--- config.mk ---
export PLATFORM = sky130hd
export DESIGN_NAME = uart_tx_fifo
export DESIGN_NICKNAME = d
export VERILOG_FILES = /design/src/rtl/uart_pkg.sv /design/src/rtl/sync_fifo.sv /design/src/rtl/uart_tx_fifo.sv
export SDC_FILE = /design/constraint.sdc
export NUM_CORES = 1
export LEC_CHECK = 0
export CORE_ASPECT_RATIO = 1.25
export CORE_UTILIZATION = 40
export CTS_BUF_LIST = sky130_fd_sc_hd__clkbuf_4
export CTS_CLUSTER_DIAMETER = 30
export DETAILED_ROUTE_END_ITERATION = 10
export PLACE_DENSITY_LB_ADDON = 0.3
export SETUP_SLACK_MARGIN = 0.5
export SLEW_MARGIN = 20
export SYNTH_ARGS = -nofsm -noshare
export SYNTH_HDL_FRONTEND = slang
export SYNTH_SLANG_ARGS = --single-unit
--- constraint.sdc ---
create_clock -name sys_clk -period 3.8 [get_ports sys_clk]
set_input_delay 0.76 -clock sys_clk [delete_from_list [all_inputs] [get_ports sys_clk]]
set_output_delay 0.76 -clock sys_clk [all_outputs]
set_load 0.05 [all_outputs]
--- src/rtl/uart_pkg.sv ---
// uart_pkg: shared UART transmitter types, frame constants and baud divisor helper.
//   tx_state_t   : transmitter FSM states (IDLE, START, DATA, STOP)
//   FRAME_BITS   : serial bits per 8N1 frame (start + 8 data + stop)
//   DATA_BITS    : payload bits per frame
//   baud_cnt_max : system clock cycles per serial bit
package uart_pkg;

    typedef enum logic [1:0] {
        IDLE,
        START,
        DATA,
        STOP
    } tx_state_t;

    localparam int FRAME_BITS = 10;
    localparam int DATA_BITS  = 8;

    function automatic int baud_cnt_max(input int clk_freq, input int baud_rate);
        return clk_freq / baud_rate;
    endfunction

endpackage

--- src/rtl/sync_fifo.sv ---
// sync_fifo: single-clock FIFO with occupancy count.
//   clk, rst_n : clock and synchronous active-low reset
//   push, din  : write request and data; ignored while full
//   pop, dout  : read request and head-of-queue data; ignored while empty
//   full, empty: derived from the registered count
//   count      : number of stored entries (0..DEPTH)
module sync_fifo #(
    parameter int WIDTH = 8,
    parameter int DEPTH = 8
) (
    input  logic                     clk,
    input  logic                     rst_n,
    input  logic                     push,
    input  logic [WIDTH-1:0]         din,
    input  logic                     pop,
    output logic [WIDTH-1:0]         dout,
    output logic                     full,
    output logic                     empty,
    output logic [$clog2(DEPTH):0]   count
);

    localparam int AW = $clog2(DEPTH);

    logic [WIDTH-1:0] mem [DEPTH];
    logic [AW-1:0]    wr_ptr;
    logic [AW-1:0]    rd_ptr;
    logic             do_push;
    logic             do_pop;

    // Full/empty come from the count at the start of the cycle, so a push
    // while full is dropped even if a pop frees a slot on the same edge.
    assign full    = count == (AW+1)'(DEPTH);
    assign empty   = count == '0;
    assign do_push = push && !full;
    assign do_pop  = pop && !empty;
    assign dout    = mem[rd_ptr];

    // Pointers are AW bits wide, so DEPTH being a power of two makes them
    // wrap naturally; the count is what separates full from empty.
    always_ff @(posedge clk) begin
        if (!rst_n) begin
            wr_ptr <= '0;
            rd_ptr <= '0;
            count  <= '0;
        end else begin
            if (do_push)
                wr_ptr <= wr_ptr + AW'(1);
            if (do_pop)
                rd_ptr <= rd_ptr + AW'(1);
            count <= count + (AW+1)'(do_push) - (AW+1)'(do_pop);
        end
    end

    always_ff @(posedge clk) begin
        if (do_push)
            mem[wr_ptr] <= din;
    end

endmodule

--- src/rtl/uart_tx_fifo.sv ---
// uart_tx_fifo: buffered 8N1 UART transmitter, LSB first, frames sent back to back.
//   sys_clk, sys_rst_n : clock and synchronous active-low reset
//   data_in, data_in_ready : byte and one-cycle write strobe
//   overflow_clr       : clears the sticky overflow flag (a same-cycle drop wins)
//   tx                 : serial line, idles high
//   tx_busy            : high while a frame is on the line
//   fifo_count         : queued bytes, excluding the one being shifted
//   overflow           : sticky, set when a strobed byte was dropped
module uart_tx_fifo
    import uart_pkg::*;
#(
    parameter int CLK_FREQ   = 50_000_000,
    parameter int BAUD_RATE  = 115200,
    parameter int FIFO_DEPTH = 8
) (
    input  logic                          sys_clk,
    input  logic                          sys_rst_n,
    input  logic [7:0]                    data_in,
    input  logic                          data_in_ready,
    input  logic                          overflow_clr,
    output logic                          tx,
    output logic                          tx_busy,
    output logic [$clog2(FIFO_DEPTH):0]   fifo_count,
    output logic                          overflow
);

    localparam int BAUD_CNT_MAX = baud_cnt_max(CLK_FREQ, BAUD_RATE);
    localparam int CW           = $clog2(BAUD_CNT_MAX + 1);

    tx_state_t            state;
    tx_state_t            state_n;
    logic [CW-1:0]        cnt;
    logic [CW-1:0]        cnt_n;
    logic [DATA_BITS-1:0] shift;
    logic [DATA_BITS-1:0] shift_n;
    logic [2:0]           idx;
    logic [2:0]           idx_n;
    logic                 pop;
    logic                 tx_n;
    logic                 busy_n;
    logic                 bit_end;
    logic                 drop;
    logic                 fifo_full;
    logic                 fifo_empty;
    logic [DATA_BITS-1:0] fifo_dout;

    sync_fifo #(
        .WIDTH (DATA_BITS),
        .DEPTH (FIFO_DEPTH)
    ) u_fifo (
        .clk   (sys_clk),
        .rst_n (sys_rst_n),
        .push  (data_in_ready),
        .din   (data_in),
        .pop   (pop),
        .dout  (fifo_dout),
        .full  (fifo_full),
        .empty (fifo_empty),
        .count (fifo_count)
    );

    assign bit_end = cnt == CW'(BAUD_CNT_MAX - 1);
    assign drop    = data_in_ready && fifo_full;

    always_comb begin
        state_n = state;
        cnt_n   = cnt;
        shift_n = shift;
        idx_n   = idx;
        pop     = 1'b0;
        if (state != IDLE)
            cnt_n = bit_end ? '0 : cnt + CW'(1);
        case (state)
            IDLE: begin
                if (!fifo_empty) begin
                    pop     = 1'b1;
                    shift_n = fifo_dout;
                    idx_n   = '0;
                    cnt_n   = '0;
                    state_n = START;
                end
            end
            START: begin
                if (bit_end)
                    state_n = DATA;
            end
            DATA: begin
                if (bit_end) begin
                    shift_n = {1'b0, shift[DATA_BITS-1:1]};
                    idx_n   = idx + 3'd1;
                    if (idx == 3'(DATA_BITS - 1))
                        state_n = STOP;
                end
            end
            STOP: begin
                // A queued byte chains straight into the next start bit.
                if (bit_end) begin
                    if (!fifo_empty) begin
                        pop     = 1'b1;
                        shift_n = fifo_dout;
                        idx_n   = '0;
                        state_n = START;
                    end else begin
                        state_n = IDLE;
                    end
                end
            end
            default: state_n = IDLE;
        endcase
        // tx and tx_busy are registered from the next state so the line
        // changes on the same edge the FSM does.
        tx_n   = state_n == START ? 1'b0 : state_n == DATA ? shift_n[0] : 1'b1;
        busy_n = state_n != IDLE;
    end

    always_ff @(posedge sys_clk) begin
        if (!sys_rst_n) begin
            state    <= IDLE;
            cnt      <= '0;
            shift    <= '0;
            idx      <= '0;
            tx       <= 1'b1;
            tx_busy  <= 1'b0;
            overflow <= 1'b0;
        end else begin
            state    <= state_n;
            cnt      <= cnt_n;
            shift    <= shift_n;
            idx      <= idx_n;
            tx       <= tx_n;
            tx_busy  <= busy_n;
            overflow <= drop || (overflow && !overflow_clr);
        end
    end

endmodule

==> impl_results.md <==
* WL per Instance at 16.8 µm
* TNS Setup at 0 ns
* Reg2Reg Depth at 11
* Tmin final at 2.76 ns
* Max clock buf depth at 2
* Reg2Reg Setup Slack at 1.04 ns
* Hold_buf cts at 0
* Crit path kind: reg2reg
* Power per Cell Area at 596 mW/mm²
* Placement row count at 42
* Actual slew at the worst max-slew pin at 0.732 ns
* Crit path arrival time at 3.12 ns
* Total Wirelength at 8250 µm
* Fraction of registers with async set/reset at 0
* Latest clock arrival within the worst-skew pair at 0.46 ns
* CP max stage cell: and4b_1
* DP HPWL at 5840 µm
* Die X at 96.1 µm
* Netlist Area Pre-Place at 0.00443 mm²
* Top-area cell type share of the netlist area at 0.434
* Crit path cell chain: ha_1 -> and4b_1 -> a31oi_4 -> nor3_1 -> nand2b_1 -> nand2_1 -> ha_1 -> inv_1 -> fa_1 -> xor2_1 -> nor2_1
* Total global-route track usage at 0.163
* Number of synthesis warnings at 0
* Syn nets at 367
* Grt total ovfl at 0
* Hold WC Path Type: reg2reg
* CP endpoint kind: flip-flop
* VDD IR max at 0.247 mV
* Peak Freq at 363 MHz
* Area Growth Syn to Fin at 9.09%
* Final GP Congestion at 0.862
* Final non-filler cell total at 491
* TritonCTS Buffers at 9
* Max Cap Viol at 0
* CP Data Required Time at 4.17 ns
* Most common cell on crit path: ha_1
* I/O Buffers at 18
* Final period utilization at 0.725
* Syn Inst Count at 337
* Largest net degree at the start of global routing at 29
* Via density at 5.38
* RSZ-0062 raised after global routing: no
* Netlist cell types at 51
* Maximum fanout along the worst path at 10
* Power Total at 2.88 mW
* Clk slew on worst S/H paths at 0.16 ns
* Final-report hold violation count at 0
* Nets at 385
* DRC Markers at 0
* Sequential area share after synthesis at 0.605
* Worst Hold Path Cells at 1
* 1st-iter DRT viols at 134
* Layout fillers at 950
* Top cells by area, synth: edfxtp_1 (43%), dfxtp_1 (17%), mux4_2 (7.6%)
* Static Leak at 1.64 nW
* Number of enable flip-flop cells after synthesis at 64
* Vias in the first global route at 2,618
* Initial antenna violation count at 0
* Clock skew at 0.0253 ns
* IO Pins at 19
* Setup Buffers After CTS at 0
* #FFs+latches synth at 102
* Clock Sink Count at 102
* Clock root buffer: clkbuf_4
* Setup Viol. Count Final at 0
* Ant diodes at 0
* Die height at 120 µm
* Outcome: completed
* Top cell type by total area after synthesis: edfxtp_1
* Vias at 2,644
* Core area at 0.0107 mm²
* Detail Route Antenna Nets at 0
* CTS tree: yes
* Type of origin of the critical path: flip-flop
* Post-Place Cells at 476
* Total die area at 0.0115 mm²
* First-pass GRT wire length at 13,500 µm
* Share of cells above drive strength 1 at 0.103
* Number of gates resized after CTS at 0
* CP max stage delay at 0.48 ns
* Initial Util at 0.415
* Synth Flop Type: edfxtp_1
* Syn avg cell area at 13.2 µm²
* Max Slew Vio Count at 0
* H-tree depth at 3
* Slew HR at 0.511
* DR pass1 iterations at 4
[worst max-delay path: cells and delay by family (launching register included)]
family	cells	cell delay [ns]
DFF	1	0.42
adders and majority gates	3	0.69
xor gates and xnor gates	1	0.14
AOI/OAI and AO/OA	1	0.17
buffers and inverters	1	0.06
and+or+nand+nor	5	1.17
[per-layer routing]
layer  up-vias  wire length, µm  global-route usage  share of wire
met3        19              310              0.0361          0.038
met1      1282             3480               0.199           0.42
met4         0              263              0.0821          0.032
li1       1291                -                   -              -
met5         -                0                   0              0
met2        52             4200               0.266           0.51
[cells in the mapped netlist, types with 2 or more instances]
cell,n
a22oi_1,3
or3b_1,3
xor2_1,3
a22o_1,6
o21ai_0,16
mux2i_1,9
nor4_1,2
a21o_1,2
nor2b_1,2
buf_4,2
buf_2,6
a21oi_1,18
a31oi_1,2
buf_6,2
edfxtp_1,64
nor3_1,7
mux4_2,15
a211oi_1,4
and3_1,2
ha_1,17
a32oi_1,2
xnor2_1,3
clkbuf_1,4
nand3_1,3
dfxtp_1,38
and2_1,5
inv_1,11
nand2_1,20
or3_1,3
nor2_1,37
nand2b_1,6
[through the flow]
stage               utilization  instance area [µm²]  hold slack (ns)  setup WS [ns]
detailed placement        0.443                 4720            0.466          0.798
CTS                       0.453                 4830            0.503           1.06
global placement          0.443                 4720            0.463          0.851
floorplan                     -                 4430            0.449           1.23
finish                    0.453                 4830            0.502           1.04
global route              0.453                 4830            0.515          0.914
[final timing paths]
check	startpoint	to
worst max-delay path	cnt[0]	u_fifo.count[2]
worst min-delay path	shift[6]	shift[6]
worst max register to register	cnt[0]	u_fifo.count[2]
worst min register to register	shift[6]	shift[6]
[cells in the final DEF, fill, tap and decap left out, drive strengths merged, types with 4 or more instances in the layout]
| master | count |
|---|---|
| o21ai | 16 |
| nand2b | 6 |
| and2 | 5 |
| edfxtp | 64 |
| nand2 | 20 |
| a21oi | 18 |
| clkdlybuf4s50 | 18 |
| a22o | 6 |
| nor2 | 37 |
| mux4 | 15 |
| buf | 4 |
| a211oi | 4 |
| mux2i | 9 |
| nor3 | 7 |
| inv | 14 |
| ha | 17 |
| dfxtp | 38 |
| clkbuf | 9 |
[power breakdown]
| group | internal [mW] | switching, mW |
|---|---|---|
| clock network | 0.138 | 0.359 |
| logic | 0.428 | 0.561 |
| registers | 1.31 | 0.0926 |
[cell type report]
class	count	area [µm²]	share of cell area
Clock buffer	9	67.6	0.0140
Clock inverter	6	46.3	0.00958
Inverter	11	41.3	0.00854
Multi-Input combinational cell	209	1620	0.335
Sequential cell	102	2680	0.555
Tap cell	132	165	0.0342
Timing Repair Buffer	22	210	0.0435
[registers in the layout, indices dropped and copies added, names as in the netlist, named ones only]
signal / count
u_fifo.rd_ptr: 3
tx_busy: 1
shift: 8
idx: 3
u_fifo.mem: 64
tx: 1
overflow: 1
u_fifo.wr_ptr: 3
state: 2
cnt: 9
u_fifo.count: 4
[cell families after synthesis]
kind of cell               after synthesis  share of synthesized area
buffers and inverters                   26                     0.0288
xor gates and xnor gates                 6                     0.0119
DFF                                    102                      0.605
and+or+nand+nor                         98                      0.110
AOI/OAI and AO/OA                       62                     0.0923
muxes                                   25                     0.0991
adders and majority gates               18                     0.0525
(Power assumes the default switching activity.)
